`config.mk`:
```
export PLATFORM = sky130hd
export DESIGN_NAME = sipo_load_arbiter
export DESIGN_NICKNAME = d
export VERILOG_FILES = /design/src/rtl/sipo_ctrl_pkg.sv /design/src/rtl/byte_serializer.sv /design/src/rtl/sipo_load_arbiter.sv
export SDC_FILE = /design/constraint.sdc
export NUM_CORES = 1
export LEC_CHECK = 0
export BUFFER_PORTS_ARGS = -buffer_cell sky130_fd_sc_hd__buf_2
export CAP_MARGIN = 20
export CORE_MARGIN = 3
export CORE_UTILIZATION = 47
export CTS_CLUSTER_SIZE = 30
export DETAILED_ROUTE_END_ITERATION = 10
export PLACE_DENSITY = 0.83
export SYNTH_ARGS = -nofsm -noshare
export SYNTH_HDL_FRONTEND = slang
export SYNTH_SLANG_ARGS = --single-unit
```
`constraint.sdc`:
```
create_clock -name clk -period 1.7 [get_ports clk]
set_input_delay 0.17 -clock clk [delete_from_list [all_inputs] [get_ports clk]]
set_output_delay 0.17 -clock clk [all_outputs]
set_load 0.02 [all_outputs]
```
`src/rtl/sipo_ctrl_pkg.sv`:
```
// Shared definitions for the SIPO load controller: FSM encoding, byte geometry
// and the round-robin winner pick.
package sipo_ctrl_pkg;

  localparam int BYTE_BITS = 8;
  localparam int BIT_IDX_W = $clog2(BYTE_BITS);

  typedef enum logic [1:0] {
    IDLE  = 2'd0,
    LOAD  = 2'd1,
    SHIFT = 2'd2,
    DONE  = 2'd3
  } state_e;

  // On contention the requester that did not own the previous frame wins.
  function automatic logic pick_winner(input logic v0, input logic v1, input logic last_grant);
    logic win;
    if (v0 && v1) begin
      win = ~last_grant;
    end else if (v1) begin
      win = 1'b1;
    end else begin
      win = 1'b0;
    end
    return win;
  endfunction

endpackage

```
`src/rtl/byte_serializer.sv`:
```
// Holds the captured byte and walks it out MSB first, one bit per advance.
module byte_serializer
  import sipo_ctrl_pkg::*;
(
  input  logic                 clk,
  input  logic                 reset,
  input  logic                 clear,
  input  logic                 load,
  input  logic [BYTE_BITS-1:0] data,
  input  logic                 advance,
  output logic                 s_in,
  output logic                 last_bit
);

  logic [BYTE_BITS-1:0] byte_r;
  logic [BIT_IDX_W-1:0] bit_cnt_r;

  // byte capture and bit counter
  always_ff @(posedge clk or posedge reset) begin
    if (reset) begin
      byte_r    <= {BYTE_BITS{1'b0}};
      bit_cnt_r <= {BIT_IDX_W{1'b0}};
    end else if (clear) begin
      bit_cnt_r <= {BIT_IDX_W{1'b0}};
    end else if (load) begin
      byte_r    <= data;
      bit_cnt_r <= {BIT_IDX_W{1'b0}};
    end else if (advance) begin
      bit_cnt_r <= bit_cnt_r + BIT_IDX_W'(1);
    end
  end

  // serial bit and end-of-byte flag decoded from the counter
  always_comb begin
    s_in     = byte_r[BIT_IDX_W'(BYTE_BITS - 1) - bit_cnt_r];
    last_bit = (bit_cnt_r == BIT_IDX_W'(BYTE_BITS - 1));
  end

endmodule

```
`src/rtl/sipo_load_arbiter.sv`:
```
// Arbitrates two byte requesters and serialises a SIZE-bit frame into a
// downstream SIPO register; abort abandons the frame without publishing it.
module sipo_load_arbiter
  import sipo_ctrl_pkg::*;
#(
  parameter int SIZE = 256
) (
  input  logic                 clk,
  input  logic                 reset,
  input  logic                 req0_valid,
  input  logic [BYTE_BITS-1:0] req0_data,
  output logic                 req0_ready,
  input  logic                 req1_valid,
  input  logic [BYTE_BITS-1:0] req1_data,
  output logic                 req1_ready,
  input  logic                 abort,
  output logic                 shift,
  output logic                 s_in,
  output logic                 busy,
  output logic                 grant,
  output logic                 frame_done,
  output logic                 key_valid
);

  localparam int NUM_BYTES = SIZE / BYTE_BITS;
  localparam int BCNT_W    = $clog2(NUM_BYTES);
  localparam logic [BCNT_W-1:0] LAST_BYTE = BCNT_W'(NUM_BYTES - 1);

  state_e               state_r;
  state_e               state_s;
  logic                 grant_r;
  logic                 grant_s;
  logic [BCNT_W-1:0]    byte_cnt_r;
  logic                 key_valid_r;
  logic                 hs_s;
  logic                 leave_idle_s;
  logic                 shift_s;
  logic                 last_bit_s;
  logic                 more_bytes_s;
  logic [BYTE_BITS-1:0] sel_data_s;

  // handshake and data come only from the requester holding the grant
  always_comb begin
    sel_data_s = req0_data;
    hs_s       = 1'b0;
    if (grant_r) begin
      sel_data_s = req1_data;
      hs_s       = (state_r == LOAD) && req1_valid;
    end else begin
      sel_data_s = req0_data;
      hs_s       = (state_r == LOAD) && req0_valid;
    end
  end

  // shared decodes
  always_comb begin
    leave_idle_s = (state_r == IDLE) && (req0_valid || req1_valid);
    shift_s      = (state_r == SHIFT) && !abort;
    more_bytes_s = (byte_cnt_r < LAST_BYTE);
  end

  // next-state and arbitration
  always_comb begin
    state_s = state_r;
    grant_s = grant_r;
    case (state_r)
      IDLE: begin
        if (leave_idle_s) begin
          grant_s = pick_winner(req0_valid, req1_valid, grant_r);
          state_s = LOAD;
        end else begin
          state_s = IDLE;
        end
      end
      LOAD: begin
        if (abort) begin
          state_s = IDLE;
        end else if (hs_s) begin
          state_s = SHIFT;
        end else begin
          state_s = LOAD;
        end
      end
      SHIFT: begin
        if (abort) begin
          state_s = IDLE;
        end else if (last_bit_s) begin
          state_s = more_bytes_s ? LOAD : DONE;
        end else begin
          state_s = SHIFT;
        end
      end
      DONE: begin
        state_s = IDLE;
      end
      default: begin
        state_s = IDLE;
      end
    endcase
  end

  // FSM, grant and byte counter registers
  always_ff @(posedge clk or posedge reset) begin
    if (reset) begin
      state_r    <= IDLE;
      grant_r    <= 1'b1;
      byte_cnt_r <= {BCNT_W{1'b0}};
    end else begin
      state_r <= state_s;
      grant_r <= grant_s;
      if (leave_idle_s) begin
        byte_cnt_r <= {BCNT_W{1'b0}};
      end else if (shift_s && last_bit_s && more_bytes_s) begin
        byte_cnt_r <= byte_cnt_r + BCNT_W'(1);
      end
    end
  end

  // key_valid starts set because the SIPO register resets to a valid default key
  always_ff @(posedge clk or posedge reset) begin
    if (reset) begin
      key_valid_r <= 1'b1;
    end else if (leave_idle_s) begin
      key_valid_r <= 1'b0;
    end else if ((state_r == DONE) && !abort) begin
      key_valid_r <= 1'b1;
    end
  end

  byte_serializer u_ser (
    .clk      (clk),
    .reset    (reset),
    .clear    (leave_idle_s),
    .load     (hs_s && !abort),
    .data     (sel_data_s),
    .advance  (shift_s),
    .s_in     (s_in),
    .last_bit (last_bit_s)
  );

  // outputs decoded from registered state; abort gates shift and frame_done at once
  always_comb begin
    shift      = shift_s;
    req0_ready = (state_r == LOAD) && !grant_r;
    req1_ready = (state_r == LOAD) && grant_r;
    busy       = (state_r != IDLE);
    grant      = grant_r;
    frame_done = (state_r == DONE) && !abort;
    key_valid  = key_valid_r;
  end

endmodule
```
==> run summary <==
Max stage delay on crit path: 0.51 ns
Worst R2R Path Depth: 6
Leakage: 0.000639 uW
# diodes: 0
Core area: 2250 um^2
Worst Path Buf+Inv: 1
EDFF count, synth: 0
Pin count of the biggest net entering global routing: 21
Fin crit period: 1.83 ns
Async SR Flop Fraction: 100%
Critical path startpoint: u_ser.bit_cnt_r[0]
Peak supply drop: 724 uV
Area post-placement: 1320 um^2
IO Pins: 29
Pre-antenna DRT Iters: 4
Yosys Warn Count: 0
Maxcap violations: 0
Outcome: finished, violations left
Highest metal used: met4
DRT antenna net count: 0
Avg Synthesized Cell Area: 11.6 um^2
Flop-to-flop setup slack: 0.04 ns
CTS root buf: clkbuf_4
First-pass GRT wire length: 4180 um
WL final: 2780 um
CP Class: reg2out
Worst-Margin Slew: 0.768 ns
Cell Area, Synth: 1130 um^2
Synth Register Bits: 20
Relative slew slack: 48.8%
Initial DRC count: 20
Total CTS buffers: 3
Sequential area share after synthesis: 44.5%
Min setup slack post-route: -0.129 ns
Starting density of the core: 50.1%
Nets: 156
Synth-to-layout area growth: 23.9%
Setup crit end kind: output pin
Final Hold Fails: 18
Tightest Hold Check Type: in2async
Failing checks: hold timing, setup timing
Final period util: 108%
Final GP Congestion: 0.817
IO buf count: 28
Met2 wire len: 1510 um
Via/cell ratio: 5.89
Vias post-DR: 930
Area of the multi-input gates: 636 um^2
Critical-path top delay cell: mux4_2
Clk pin slew, worst setup/hold paths: 0.11 ns
Die Wd: 55.0 um
Critical path required time: 1.53 ns
Final hold slack: -0.0142 ns
Reg2reg start: u_ser.bit_cnt_r[0]
Non-Filler Cell Area, Final: 1400 um^2
Dpl ws: 0.0122 ns
Die Ht: 55.0 um
Overflow after GRT: 0
CTS tree: built
Cells after synthesis: 97
Max Transition Viols Final: 0
Register Area: 504 um^2
CP top delay family: multiplexers
Hpwl dp: 1990 um
CP cell instances: mux4_2 > mux2_4 > buf_6
Crit start category: flip-flop
Detailed-route wire length per cell: 17.6 um
Fin Setup TNS: -0.129 ns
Maximum clock frequency: 0.547 GHz
Top FF cell, synth: dfrtp_1
Worst skew pair latency: 0.30 ns
Power per Cell Area: 1340 nW/um^2
Initial antenna violation count: 0
H-tree levels: 1
Final setup vio count: 1
Fill count: 198
Die footprint: 3030 um^2
Net Count, Synth: 121
Fraction of layout cells with a size suffix above 1: 49.2%
Arrival @ worst endpoint: 1.66 ns
Crit path max fanout: 3
Routed wl met3: 115 um
Unrepaired setup endpoints after global routing: true
Reg-to-Reg End: byte_cnt_r[2]
Total track usage: 20.1%
Number of global-route vias before repair: 926
Clock sink count: 20
WL met1: 1070 um
Site row count: 17
Clock skew: 0.00379 ns
Max clock buf depth: 2
DRC Markers: 0
Netlist cell types: 36
[metrics by stage]
step | utilization, % | power, uW | std cells
6_report | 62.1 | 1880 | 158
5_1_grt | 62.1 | 1990 | 158
4_1_cts | 61.1 | 1860 | 158
3_5_place_dp | 58.6 | 1590 | 154
3_3_place_gp | 58.6 | 1540 | 154
2_1_floorplan | - | 1320 | 97
[flip-flops by register name, summed over array words and instances (netlist names)]
| register | count |
|---|---|
| u_ser.byte_r | 8 |
| byte_cnt_r | 5 |
| u_ser.bit_cnt_r | 3 |
| state_r | 2 |
| grant | 1 |
| key_valid | 1 |
[area by class of cell]
class	count	share of cell area [%]
Multi-Input combinational cell	69	45.4
Sequential cell	20	36.0
Timing Repair Buffer	33	13.1
Tap cell	28	2.50
Clock buffer	3	1.61
Inverter	5	1.34
[worst max-delay path by stage]
| stage | end | cells after the start |
|---|---|---|
| 5_1_grt | s_in | 3 |
| 3_5_place_dp | byte_cnt_r[4] | 5 |
| 6_report | s_in | 3 |
| 4_1_cts | s_in | 3 |
| 2_1_floorplan | u_ser.byte_r[0] | 3 |
| 3_3_place_gp | u_ser.byte_r[6] | 3 |
[layer usage]
| layer | track usage [%] | vias up |
|---|---|---|
| li1 | - | 428 |
| met1 | 20.2 | 457 |
| met2 | 37.0 | 33 |
| met3 | 4.02 | 12 |
| met4 | 13.0 | 0 |
| met5 | 0 | - |
[what timing repair did]
| action | CTS | global route |
|---|---|---|
| gates resized for setup | 5 | 4 |
| hold buffers | 0 | 0 |
| pin swaps | 0 | 2 |
| endpoints found under the setup margin | 2 | 4 |
| buffers inserted | 1 | 0 |
[logic make-up (layout without fill, tap and decap cells)]
family / count (synthesis) / after routing / share of synthesized area [%]
adder cells (fa/ha/maj): 3 / 3 / 3.32
flip-flops: 20 / 20 / 44.5
AND/OR/NAND/NOR: 22 / 22 / 13.4
multiplexers: 23 / 23 / 24.5
XOR/XNOR: 1 / 1 / 0.775
AO/OA/AOI/OAI: 20 / 20 / 10.6
buffers and inverters: 8 / 41 / 2.88
[synthesized netlist by cell type (all sizes together), types with 3 or more instances]
cell type  number  share of area (%)
dfrtp          18                 40
mux2           17                 17
a21oi           7                3.1
inv             5                1.7
nor2            5                1.7
mux2i           4                3.5
o21ai           4                1.8
ha              3                3.3
nor3            3                2.3
[where the power goes]
group,switching (uW),leakage (uW),internal [uW]
clock network,144,0.0000138,82.8
registers,95.3,0.000252,632
logic,459,0.000373,466
total,698,0.000639,1180
[layout by cell type, fill, tap and decap left out, types with 2 or more instances in the layout]
cell	count
inv_1	5
mux2_2	16
nor2_1	5
nand3_1	2
mux2i_1	4
mux4_2	2
buf_2	27
nand2b_1	2
buf_4	5
a21oi_1	7
dfstp_2	2
dfrtp_1	17
clkbuf_4	3
o22ai_1	2
nor3_1	2
o21ai_0	4
No activity file was read; power rests on OpenSTA's default activity.
